`src/rtl/m_call_ret_ctrl_if.sv`:
```
// Stack-side handshake bundle for the call/return controller.
// master: controller side; slave: return-stack side.
interface m_call_ret_ctrl_if #(
    parameter int WORD = 16
);
    logic            stk_push;
    logic            stk_pop;
    logic [WORD:0]   stk_data_o;
    logic [WORD:0]   stk_data_i;
    logic            stk_ack;
    logic            stk_full;
    logic            stk_empty;

    modport master (
        output stk_push,
        output stk_pop,
        output stk_data_o,
        input  stk_data_i,
        input  stk_ack,
        input  stk_full,
        input  stk_empty
    );

    modport slave (
        input  stk_push,
        input  stk_pop,
        input  stk_data_o,
        output stk_data_i,
        output stk_ack,
        output stk_full,
        output stk_empty
    );
endinterface

```
`src/rtl/m_call_ret_ctrl.sv`:
```
// Call/return sequencer: pushes return frames, pops them back,
// and redirects the program counter, with fault trapping.
module m_call_ret_ctrl #(
    parameter int WORD    = 16,
    parameter int DEPTH   = 4,
    parameter int TIMEOUT = 15
) (
    input  logic                         clk,
    input  logic                         reset,
    input  logic                         call,
    input  logic                         ret,
    input  logic [WORD-1:0]              pc_i,
    input  logic [WORD-1:0]              target_i,
    input  logic                         clr_fault,
    m_call_ret_ctrl_if.master            stk,
    output logic                         pc_load,
    output logic [WORD-1:0]              pc_o,
    output logic                         busy,
    output logic                         fault,
    output logic [2:0]                   fault_code,
    output logic [$clog2(DEPTH+1)-1:0]   depth
);
    localparam int DW = $clog2(DEPTH + 1);
    localparam int CW = $clog2(TIMEOUT + 1);

    localparam logic [2:0] FC_NONE     = 3'd0;
    localparam logic [2:0] FC_OVERFLOW = 3'd1;
    localparam logic [2:0] FC_UNDERFL  = 3'd2;
    localparam logic [2:0] FC_CORRUPT  = 3'd3;
    localparam logic [2:0] FC_TIMEOUT  = 3'd4;
    localparam logic [2:0] FC_CONFLICT = 3'd5;

    typedef enum logic [2:0] {
        IDLE,
        PUSH_REQ,
        POP_REQ,
        LOAD,
        FAULT
    } state_e;

    state_e          state_q, state_d;
    logic [DW-1:0]   depth_q, depth_d;
    logic [WORD-1:0] pc_q, pc_d;
    logic [2:0]      code_q, code_d;
    logic [WORD-1:0] ret_addr_q, ret_addr_d;
    logic [WORD-1:0] target_q, target_d;
    logic [CW-1:0]   wait_q, wait_d;

    logic            push_s;
    logic            pop_s;
    logic [WORD:0]   data_s;
    logic            load_s;
    logic            busy_s;
    logic            fault_s;

    // State register; reset aborts any in-flight request.
    always_ff @(posedge clk or negedge reset) begin
        if (!reset) begin
            state_q <= IDLE;
        end else begin
            state_q <= state_d;
        end
    end

    // Datapath registers that travel with the FSM.
    always_ff @(posedge clk or negedge reset) begin
        if (!reset) begin
            depth_q    <= '0;
            pc_q       <= '0;
            code_q     <= FC_NONE;
            ret_addr_q <= '0;
            target_q   <= '0;
            wait_q     <= '0;
        end else begin
            depth_q    <= depth_d;
            pc_q       <= pc_d;
            code_q     <= code_d;
            ret_addr_q <= ret_addr_d;
            target_q   <= target_d;
            wait_q     <= wait_d;
        end
    end

    // Next-state and datapath update decisions.
    always_comb begin
        state_d    = state_q;
        depth_d    = depth_q;
        pc_d       = pc_q;
        code_d     = code_q;
        ret_addr_d = ret_addr_q;
        target_d   = target_q;
        wait_d     = wait_q;
        unique case (state_q)
            IDLE: begin
                if (call && ret) begin
                    state_d = FAULT;
                    code_d  = FC_CONFLICT;
                end else if (call) begin
                    if (depth_q == DW'(DEPTH) || stk.stk_full) begin
                        state_d = FAULT;
                        code_d  = FC_OVERFLOW;
                    end else begin
                        ret_addr_d = pc_i + WORD'(1);
                        target_d   = target_i;
                        wait_d     = '0;
                        state_d    = PUSH_REQ;
                    end
                end else if (ret) begin
                    if (depth_q == '0 || stk.stk_empty) begin
                        state_d = FAULT;
                        code_d  = FC_UNDERFL;
                    end else begin
                        wait_d  = '0;
                        state_d = POP_REQ;
                    end
                end
            end
            PUSH_REQ: begin
                if (stk.stk_ack) begin
                    depth_d = depth_q + DW'(1);
                    pc_d    = target_q;
                    state_d = LOAD;
                end else if (wait_q == CW'(TIMEOUT - 1)) begin
                    wait_d  = '0;
                    code_d  = FC_TIMEOUT;
                    state_d = FAULT;
                end else begin
                    wait_d = wait_q + CW'(1);
                end
            end
            POP_REQ: begin
                if (stk.stk_ack) begin
                    depth_d = depth_q - DW'(1);
                    if (stk.stk_data_i[WORD]) begin
                        pc_d    = stk.stk_data_i[WORD-1:0];
                        state_d = LOAD;
                    end else begin
                        code_d  = FC_CORRUPT;
                        state_d = FAULT;
                    end
                end else if (wait_q == CW'(TIMEOUT - 1)) begin
                    wait_d  = '0;
                    code_d  = FC_TIMEOUT;
                    state_d = FAULT;
                end else begin
                    wait_d = wait_q + CW'(1);
                end
            end
            LOAD: begin
                state_d = IDLE;
            end
            FAULT: begin
                if (clr_fault) begin
                    code_d  = FC_NONE;
                    state_d = IDLE;
                end
            end
            default: begin
                state_d = IDLE;
            end
        endcase
    end

    // Moore outputs decoded from the current state.
    always_comb begin
        push_s  = 1'b0;
        pop_s   = 1'b0;
        data_s  = '0;
        load_s  = 1'b0;
        busy_s  = 1'b1;
        fault_s = 1'b0;
        unique case (state_q)
            IDLE: begin
                busy_s = 1'b0;
            end
            PUSH_REQ: begin
                push_s = 1'b1;
                data_s = {1'b1, ret_addr_q};
            end
            POP_REQ: begin
                pop_s = 1'b1;
            end
            LOAD: begin
                load_s = 1'b1;
            end
            FAULT: begin
                fault_s = 1'b1;
            end
            default: begin
                busy_s = 1'b0;
            end
        endcase
    end

    assign stk.stk_push   = push_s;
    assign stk.stk_pop    = pop_s;
    assign stk.stk_data_o = data_s;
    assign pc_load        = load_s;
    assign busy           = busy_s;
    assign fault          = fault_s;
    assign pc_o           = pc_q;
    assign fault_code     = code_q;
    assign depth          = depth_q;
endmodule

```
`src/flat_wrapper.sv`:
```
// flat-port wrapper written by rule: the top's interface ports become plain ports
module m_call_ret_ctrl_flat 
#(
    parameter int WORD    = 16,
    parameter int DEPTH   = 4,
    parameter int TIMEOUT = 15
)
  (clk, reset, call, ret, pc_i, target_i, clr_fault, pc_load, pc_o, busy, fault, fault_code, depth, stk_stk_push, stk_stk_pop, stk_stk_data_o, stk_stk_data_i, stk_stk_ack, stk_stk_full, stk_stk_empty);
  m_call_ret_ctrl_if #(.WORD(WORD)) stk_i ();
  input  logic clk;
  input  logic reset;
  input  logic call;
  input  logic ret;
  input  logic [WORD-1:0] pc_i;
  input  logic [WORD-1:0] target_i;
  input  logic clr_fault;
  output logic pc_load;
  output logic [WORD-1:0] pc_o;
  output logic busy;
  output logic fault;
  output logic [2:0] fault_code;
  output logic [$clog2(DEPTH+1)-1:0] depth;
  output wire logic [$bits(stk_i.stk_push)-1:0] stk_stk_push;
  output wire logic [$bits(stk_i.stk_pop)-1:0] stk_stk_pop;
  output wire logic [$bits(stk_i.stk_data_o)-1:0] stk_stk_data_o;
  input wire logic [$bits(stk_i.stk_data_i)-1:0] stk_stk_data_i;
  input wire logic [$bits(stk_i.stk_ack)-1:0] stk_stk_ack;
  input wire logic [$bits(stk_i.stk_full)-1:0] stk_stk_full;
  input wire logic [$bits(stk_i.stk_empty)-1:0] stk_stk_empty;
  assign stk_stk_push = stk_i.stk_push;
  assign stk_stk_pop = stk_i.stk_pop;
  assign stk_stk_data_o = stk_i.stk_data_o;
  assign stk_i.stk_data_i = stk_stk_data_i;
  assign stk_i.stk_ack = stk_stk_ack;
  assign stk_i.stk_full = stk_stk_full;
  assign stk_i.stk_empty = stk_stk_empty;
  m_call_ret_ctrl #(.WORD(WORD), .DEPTH(DEPTH), .TIMEOUT(TIMEOUT)) u_core (.clk(clk), .reset(reset), .call(call), .ret(ret), .pc_i(pc_i), .target_i(target_i), .clr_fault(clr_fault), .stk(stk_i), .pc_load(pc_load), .pc_o(pc_o), .busy(busy), .fault(fault), .fault_code(fault_code), .depth(depth));
endmodule
```
`config.mk`:
```
export PLATFORM = sky130hd
export DESIGN_NAME = m_call_ret_ctrl_flat
export DESIGN_NICKNAME = d
export VERILOG_FILES = /design/src/rtl/m_call_ret_ctrl_if.sv /design/src/rtl/m_call_ret_ctrl.sv /design/src/flat_wrapper.sv
export SDC_FILE = /design/constraint.sdc
export NUM_CORES = 1
export LEC_CHECK = 0
export CORE_MARGIN = 1.5
export CORE_UTILIZATION = 50
export DETAILED_ROUTE_END_ITERATION = 10
export PLACE_DENSITY = 0.82
export SLEW_MARGIN = 40
export SYNTH_ARGS = -nofsm -noshare
export SYNTH_HDL_FRONTEND = slang
export SYNTH_SLANG_ARGS = --single-unit
```
`constraint.sdc`:
```
create_clock -name clk -period 4.1 [get_ports clk]
set_input_delay 0.41 -clock clk [delete_from_list [all_inputs] [get_ports clk]]
set_output_delay 0.41 -clock clk [all_outputs]
set_load 0.1 [all_outputs]
```
==> metrics.yaml, run 1 <==
start_kind: "flip-flop"
worst_skew_pair.late_latency_ns: 0.33
grt_pass1_wl_um: 12480
area_growth_pct: 33.80
path_delay_family: "simple AND/OR/NAND/NOR gates"
antenna_cells: 0
seq_area_um2: 1526
syn-num-nets: 387
yosys_warnings: 0
place_congestion: 0.9458
slowest_stage: "nor2_2"
final.period_utilization: 0.6701
drive_above_1_share: 0.2084
busiest_layer: "met2"
grt_usage: 0.2272
ant_nets: 0
grt-ovfl-total: 0
clk_pin_slew_ns: 0.07
die_y_um: 82.98
clock.fmax_mhz: 364.0
worst_pin_slew_ns: 0.7544
end_kind: "primary output"
cp_num_buf_inv: 1
grtUsageMet3: 0.04274
hpwl_um: 5378
yosysSeqAreaShare: 0.4773
nNetsFinal: 483
start_util: 0.5277
rows: 28
io_buffers: 100
wire_per_inst_um: 15.03
core_area_um2: 6061
synthCells: 326
vias_per_cell: 5.307
die_width_um: 82.98
cts_hold_buf: 0
skew_ns: 0.008969
postCtsSetupBuffers: 0
required_ns: 3.69
ctsResizeCount: 0
fillers: 507
antenna_found_initial: 0
grt_max_degree: 47
grt_setup_unrepaired: "no"
crit_type: "flip-flop to primary output"
num_vias: 2664
worstPathArrival_ns: 2.34
syn-mean-instance-area_um2: 9.810
hold_viol_final: 0
numCtsBuffers: 9
multi_input_area_um2: 1553
ys_ff_latch: 61
setup_violations: 0
finalCriticalPeriod_ns: 2.748
crit_chain: "nand2b_1, nor2_2, and2_1, buf_4"
status: "completed"
post_synth_num_cell_types: 46
cts-root-buf: "clkbuf_8"
layout.cells.non_filler: 502
cts_num_sinks: 61
drv_cap: 0
htree_num_levels: 3
tns_ns: 0
first_iter_violations: 161
cp_max_fo: 20
design.die.area_um2: 6885
totalWireLength_um: 7544
gr-usage-met1: 0.2929
grt_pass1_vias: 2592
boundaryPins: 101
clockBufferDepth: 2
hp-class: "primary input to asynchronous set/reset pin"
slew_headroom: 0.4958
cts_tree: "done"
grt_use_met2: 0.3755
drt-pass1-iter-count: 4
syn_area_um2: 3198
critPathMaxStageDelay_ns: 0.57
dpl.cell_count: 486
slew_violations: 0
drc_errors: 0
[through the flow]
stage | setup WS, ns | hold slack, ns | utilization | instance area (um^2)
4_1_cts | 1.356 | 0.08031 | 0.7060 | 4279
3_3_place_gp | 1.324 | 0.4520 | 0.6883 | 4172
5_1_grt | 1.137 | 0.1002 | 0.7060 | 4279
2_1_floorplan | 0.7153 | 0.1144 | - | 3198
6_report | 1.352 | 0.06074 | 0.7060 | 4279
3_5_place_dp | 1.506 | 0.4378 | 0.6691 | 4055
[placed cells by master (no fill, tap or decap), types with 5 or more instances in the layout]
master	Yosys	final
a31oi_1	17	17
and2_1	22	22
buf_2	2	25
buf_4	1	23
clkbuf_8	0	10
clkdlybuf4s50_1	0	55
dfrtp_1	61	61
inv_1	8	8
mux2_2	8	8
mux2_4	13	13
nand2_1	55	55
nand2b_1	5	5
nand3_1	9	9
nor2_1	27	26
o21ai_0	16	16
o2bb2ai_1	5	5
xnor2_1	10	10
xor2_1	8	8
[sequential cells by signal, summed over array words and instances, names as in the netlist]
signal,count
u_core.state_q,3
u_core.target_q,16
u_core.wait_q,4
u_core.depth,3
u_core.fault_code,3
u_core.ret_addr_q,16
u_core.pc_o,16
[cells in the mapped netlist (all sizes together)]
cell | instances | share of area
ha | 3 | 0.012
nor2 | 27 | 0.032
fa | 1 | 0.0063
a221o | 1 | 0.0031
o22a | 1 | 0.0027
a21oi | 4 | 0.0063
a211oi | 1 | 0.0039
mux2 | 21 | 0.089
mux2i | 2 | 0.0063
inv | 8 | 0.0094
o21ai | 16 | 0.025
xor2 | 8 | 0.022
nand3 | 9 | 0.014
and2 | 22 | 0.043
dfrtp | 61 | 0.48
a22oi | 1 | 0.0023
a31oi | 17 | 0.033
and4 | 2 | 0.0055
clkbuf | 10 | 0.012
a32oi | 2 | 0.0055
nor3b | 1 | 0.0023
o2bb2ai | 5 | 0.014
o211ai | 2 | 0.0047
o31ai | 1 | 0.0023
nor4 | 1 | 0.0020
clkinv | 1 | 0.0012
and3 | 4 | 0.0078
nand2 | 55 | 0.065
nand2b | 5 | 0.0098
nand3b | 1 | 0.0023
o221ai | 1 | 0.0027
xnor2 | 10 | 0.027
or3 | 4 | 0.0094
nor3 | 3 | 0.0047
buf | 8 | 0.018
o32a | 1 | 0.0031
o22ai | 1 | 0.0020
or3b | 1 | 0.0027
nand4 | 2 | 0.0039
a21o | 1 | 0.0023
o21bai | 1 | 0.0023
[layer usage]
layer / part of all wire / wire length [um]
met3: 0.049 / 370
met4: 0.021 / 155
met1: 0.43 / 3258
met2: 0.50 / 3760
met5: 0 / 0
[final cells by class]
class                           count  share of cell area
Clock buffer                       11             0.03304
Clock inverter                      5             0.01930
Inverter                            9            0.007895
Multi-Input combinational cell    238              0.3629
Sequential cell                    61              0.3567
Tap cell                           75             0.02193
Timing Repair Buffer              103              0.1982
[cells by family after synthesis]
group | after synthesis | synth area share
and+or+nand+nor | 137 | 0.2038
DFF | 61 | 0.4773
AOI/OAI and AO/OA | 56 | 0.1154
buffers and inverters | 27 | 0.04069
muxes | 23 | 0.09546
xor gates and xnor gates | 18 | 0.04930
adders and majority gates | 4 | 0.01800
[path summary, 6_finish.rpt]
check,start,to,slack [ns],cells after the start
worst max-delay path,u_core.state_q[1],stk_stk_data_o[4],1.35,4
worst min-delay path,reset,u_core.ret_addr_q[9],0.06,1
worst max register to register,u_core.state_q[2],u_core.fault_code[0],1.50,8
worst min register to register,u_core.ret_addr_q[3],u_core.ret_addr_q[3],0.47,2
max in group asynchronous,reset,u_core.target_q[14],3.37,2
min in group clk,u_core.ret_addr_q[3],u_core.ret_addr_q[3],0.47,2
[worst register-to-register path: cells and delay by family, from the launching register on]
kind,cells,cell delay (ns)
simple gates,3,0.91
compound gates,3,0.62
buf+inv,2,0.39
flops,1,0.61
Power of run 1 is left out: the tool's default activity adds up to more than one toggle a clock period on the data nets, which glitch-free logic cannot reach.
==> run 2, diff against run 1 <==
--- a/config.mk
+++ b/config.mk
@@ -6,9 +6,9 @@
 export NUM_CORES = 1
 export LEC_CHECK = 0
 export CORE_MARGIN = 1.5
-export CORE_UTILIZATION = 50
+export CORE_UTILIZATION = 42
 export DETAILED_ROUTE_END_ITERATION = 10
-export PLACE_DENSITY = 0.82
+export PLACE_DENSITY = 0.73
 export SLEW_MARGIN = 40
 export SYNTH_ARGS = -nofsm -noshare
 export SYNTH_HDL_FRONTEND = slang
==> constraint.sdc (replaced) <==
create_clock -name clk -period 2.5 [get_ports clk]
set_input_delay 0.25 -clock clk [delete_from_list [all_inputs] [get_ports clk]]
set_output_delay 0.25 -clock clk [all_outputs]
set_load 0.1 [all_outputs]
==> run 2 against run 1 <==
Against the previous run:
- die area grew 18%
- clock skew is 0.0019 ns higher
- critical path depth rose by 1
- final cell count grew 6.2%
- non-clock buffer count rose by 8
- count of clock-buffer cells in the layout shrank 1
==> metrics.yaml, run 2 (synthesized netlist as in run 1, its figures left out) <==
io_buffers: 100  # unchanged
crit_start: "u_core.state_q[0]"
cp_num_buf_inv: 3  # +2
crit_chain: "nor2_1, nand2_1, clkinv_1, buf_4, buf_12"
clk_pin_slew_ns: 0.07  # about the same
layout_common_cells: "61 x dfrtp_1, 55 x nand2_1, 55 x clkdlybuf4s50_1"
grt_max_degree: 47  # unchanged
num_vias: 2698  # +1.3%
antenna_cells: 0  # unchanged
worstPathArrival_ns: 2.05  # -0.29 ns
htree_num_levels: 3  # unchanged
peakVddDrop_uv: 609.4
slew_violations: 0  # unchanged
worst_skew_pair.late_latency_ns: 0.34  # about the same
status: "completed"
slew_headroom: 0.6433  # +0.1475
die_y_um: 90.26  # +8.8%
ant_nets: 0  # unchanged
required_ns: 2.25  # -1.44 ns
wl_met1_um: 3515  # +7.9%
drv_cap: 0  # unchanged
area_growth_pct: 44.52
postCtsSetupBuffers: 0  # unchanged
tns_ns: 0  # unchanged
die_width_um: 90.26  # +8.8%
cp_max_fo: 18  # -10%
numCtsBuffers: 9  # unchanged
ctsResizeCount: 0  # unchanged
boundaryPins: 101  # unchanged
totalWireLength_um: 7734  # +2.5%
critPathMaxStageDelay_ns: 0.60  # +0.03 ns
drt-pass1-iter-count: 4  # unchanged
grt_pass1_wl_um: 13080  # +4.9%
clockBufferDepth: 2  # unchanged
nNetsFinal: 491  # +1.7%
crit_type: "flip-flop to primary output"
drc_errors: 0  # unchanged
grt_setup_unrepaired: "no"
met3_length_um: 329  # -11%
final_common_cell: "dfrtp_1"
highest_layer: "met4"
reg2reg_from: "u_core.state_q[0]"
grt-ovfl-total: 0  # unchanged
first_iter_violations: 114  # -29%
path_delay_family: "buffers and inverters"
cts_num_sinks: 61  # unchanged
hp-class: "primary input to asynchronous set/reset pin"
skew_ns: 0.01090  # +0.001933 ns
finalCriticalPeriod_ns: 2.300
hold_viol_final: 0  # unchanged
grt_pass1_vias: 2680  # +3.4%
end_kind: "primary output"
grt_usage: 0.2013  # -0.02585
cts-root-buf: "clkbuf_8"
p_leak_uw: 0.002065
rows: 31  # +11%
antenna_found_initial: 0  # unchanged
vias_per_cell: 5.062  # -4.6%
wire_per_inst_um: 14.51  # -3.4%
fin_util: 0.6338  # -0.07219
start_kind: "flip-flop"
slowest_stage: "dfrtp_1"
fillers: 629  # +24%
hpwl_um: 5659  # +5.2%
worst_pin_slew_ns: 0.5351  # -0.2194 ns
clock.fmax_mhz: 434.7
core_area_um2: 7292  # +20%
start_util: 0.4386  # -0.08909
wl_met2_um: 3716  # -1.2%
powerDensity_nw_per_um2: 1473
drive_above_1_share: 0.2350  # +0.02659
place_congestion: 0.8688  # -8.1%
setup_violations: 0  # unchanged
final.period_utilization: 0.9201
cts_tree: "done"
design.die.area_um2: 8147  # +18%
## run 2: cell count changes in the layout (fill, tap and decap cells not counted), moves of 2 or more
cell / previous run / this run
buf_4: 23 / 34
and2_2: 0 / 7
buf_12: 0 / 20
and2_1: 22 / 15
buf_2: 25 / 1
clkinv_2: 1 / 4
bufinv_16: 2 / 0
## run 2: cell type report
cell class                 instances  area [um^2]  area share
sequential                        61         1526      0.3303
multi-input combinational        238         1560      0.3376
clock inverter                     5        28.78    0.006226
clock buffer                      10        127.6     0.02761
tap                               99        123.9     0.02680
timing repair buffer             111         1221      0.2642
inverter                           9        33.78    0.007309
## run 2: worst reg2reg max path, cell delays in order (launching register included)
cell     delay [ns]
dfrtp_1        0.53
or3_4          0.46
or3_2          0.52
buf_12         0.20
mux2_4         0.34
## run 2: what timing repair did
action                     4_1_cts  5_1_grt
hold endpoints to repair        22        0
setup endpoints to repair        0        0
hold buffers                     1        0
## run 2: metal layers
metal  vias to the layer above  GRT usage
li1                       1327          -
met1                      1286     0.2628
met2                        68     0.3251
met3                        17    0.04209
met4                         0    0.08466
met5                         -          0
## run 2: metrics by stage
step / cell area [um^2] / setup slack, ns / total power [uW] / hold slack [ns] / cells
6_report: 4622 / 0.1998 / 6808 / 0.4205 / 533
5_1_grt: 4622 / 0.005134 / 7163 / 0.4624 / 533
4_1_cts: 4622 / 0.2103 / 6849 / 0.4260 / 533
3_5_place_dp: 4456 / 0.2120 / 6106 / 0.2606 / 517
3_3_place_gp: 4456 / 0.2820 / 6031 / 0.2585 / 517
2_1_floorplan: 3213 / -0.2598 / 4933 / -0.04559 / 326
## run 2: worst paths after layout
path                                          to  slack (ns)  cells past startpoint
setup reg to reg           u_core.ret_addr_q[10]        0.33                      4
max in group asynchronous       u_core.wait_q[3]        1.39                      3
hold / removal                   u_core.pc_o[15]        0.42                      2
hold reg to reg            u_core.ret_addr_q[15]        0.47                      2
setup / recovery                     stk_stk_pop        0.20                      5
min in group clk                 u_core.pc_o[15]        0.47                      3
## run 2: where the power goes
part	total [uW]	internal, uW	switching (uW)
clock	729	348	381
sequential	1750	1450	303
combinational	4320	1320	3010
No activity file was read; power rests on OpenSTA's default activity.
==> run 3, diff against run 2 <==
--- a/config.mk
+++ b/config.mk
@@ -8,6 +8,7 @@
 export CORE_MARGIN = 1.5
 export CORE_UTILIZATION = 42
 export DETAILED_ROUTE_END_ITERATION = 10
+export MAX_ROUTING_LAYER = met4
 export PLACE_DENSITY = 0.73
 export SLEW_MARGIN = 40
 export SYNTH_ARGS = -nofsm -noshare
==> run 3 against run 2 <==
Against the previous run:
- critical path depth is the same
- register-to-register slack is essentially flat
- die area is the same
- critical path type unchanged
- critical endpoint unchanged
- highest routed layer unchanged
==> metrics.yaml, run 3 (synthesized netlist as in run 1, its figures left out) <==
p_leak_uw: 0.002096  # +1.5%
grt_pass1_wl_um: 12860  # -1.7%
vias_per_cell: 5.034  # -0.56%
io_buffers: 100  # unchanged
antenna_found_initial: 0  # unchanged
final.period_utilization: 0.9185  # -0.001618
status: "completed"
clock.fmax_mhz: 435.5  # +0.18%
crit_type: "flip-flop to primary output"
first_iter_violations: 107  # -6.1%
hpwl_um: 5579  # -1.4%
grt_usage: 0.2040  # +0.002688
worst_skew_pair.late_latency_ns: 0.34  # about the same
reg2reg_slack_ns: 0.34  # about the same
antenna_cells: 0  # unchanged
worst_slack_ns: 0.2038  # +0.004044 ns
clk_pin_slew_ns: 0.08  # about the same
ant_nets: 0  # unchanged
htree_num_levels: 3  # unchanged
hp-class: "primary input to asynchronous set/reset pin"
die_width_um: 90.26  # unchanged
nNetsFinal: 491  # unchanged
area_growth_pct: 47.10
num_vias: 2688  # -0.37%
skew_ns: 0.01072  # -0.0001782 ns
cp_max_fo: 18  # unchanged
drt-pass1-iter-count: 4  # unchanged
reg2reg_from: "u_core.state_q[0]"
dpl.cell_count: 517  # unchanged
start_util: 0.4386  # unchanged
finalCriticalPeriod_ns: 2.296  # -0.004044 ns
postCtsSetupBuffers: 0  # unchanged
end_kind: "primary output"
die_y_um: 90.26  # unchanged
cts-root-buf: "clkbuf_8"
design.die.area_um2: 8147  # unchanged
layout_common_cells: "61 x dfrtp_1, 55 x nand2_1, 55 x clkdlybuf4s50_1"
wire_per_inst_um: 14.16  # -2.4%
grt_max_degree: 47  # unchanged
cts_tree: "done"
peakVddDrop_uv: 596.3  # -2.1%
layout.cells.non_filler: 534  # +0.19%
powerDensity_nw_per_um2: 1515  # +2.9%
dp_slack_ns: 0.2819  # +0.06989 ns
slew_violations: 0  # unchanged
clockBufferDepth: 2  # unchanged
cts_num_sinks: 61  # unchanged
rows: 31  # unchanged
worstPathArrival_ns: 2.05  # about the same
numCtsBuffers: 9  # unchanged
drv_cap: 0  # unchanged
drc_errors: 0  # unchanged
core_area_um2: 7292  # unchanged
r2r-end: "u_core.ret_addr_q[8]"
grt_setup_unrepaired: "no"
start_kind: "flip-flop"
reg2reg_depth: 4  # unchanged
grt-ovfl-total: 0  # unchanged
place_congestion: 0.8821  # +1.5%
hold_viol_final: 0  # unchanged
grt_pass1_vias: 2667  # -0.49%
boundaryPins: 101  # unchanged
worst_pin_slew_ns: 0.5306  # -0.004441 ns
drive_above_1_share: 0.2368  # +0.001759
setup_violations: 0  # unchanged
slew_headroom: 0.6463  # +0.002961
required_ns: 2.25  # about the same
totalWireLength_um: 7563  # -2.2%
final_common_cell: "dfrtp_1"
-- run 3: what timing repair did --
| action | CTS | global route |
|---|---|---|
| hold buffers | 1 | 0 |
| setup endpoints to repair | 0 | 0 |
| endpoints found under the hold margin | 22 | 0 |
| gates resized for setup | 0 | 0 |
-- run 3: layer usage --
metal  vias to the layer above  track usage  part of all wire
met1                      1268       0.2508              0.45
met5                         -            -                 0
li1                       1331            -                 -
met4                         0      0.08862             0.018
met3                        12      0.04377             0.048
met2                        77       0.3251              0.49
-- run 3: area by class of cell --
class | instances | area [um^2]
Multi-Input combinational cell | 238 | 1560
Clock buffer | 10 | 127.6
Sequential cell | 61 | 1526
Timing Repair Buffer | 111 | 1221
Fill cell | 630 | 2587
Clock inverter | 6 | 111.4
Tap cell | 99 | 123.9
Inverter | 9 | 33.78
-- run 3: per-stage QoR --
stage	instance area, um^2	power, uW	hold slack [ns]	setup TNS (ns)	util
finish	4705	7127	0.4288	0	0.6452
global route	4705	7496	0.4503	0	0.6452
CTS	4705	7186	0.4250	0	0.6452
detailed placement	4456	6106	0.2578	0	0.6110
global placement	4456	6034	0.2605	0	0.6110
floorplan	3213	4933	-0.04559	-0.4030	-
-- run 3: power by group --
part | internal, uW | switching (uW)
clock network | 663 | 398
logic | 1320 | 3000
registers | 1450 | 296
-- run 3: worst max path at each step --
stage	slack (ns)	startpoint	to	cells after the start
CTS	0.18	u_core.state_q[0]	stk_stk_pop	5
finish	0.20	u_core.state_q[0]	stk_stk_pop	5
floorplan	-0.26	u_core.state_q[0]	stk_stk_data_o[10]	5
global route	0.04	u_core.state_q[0]	stk_stk_pop	5
global placement	0.28	ret	u_core.target_q[13]	5
detailed placement	0.28	ret	u_core.target_q[7]	5
-- run 3: critical path, stage by stage (launching register included) --
cell      delay, ns
dfrtp_1        0.60
nor2_1         0.14
nand2_1        0.36
clkinv_1       0.17
buf_4          0.24
buf_12         0.19
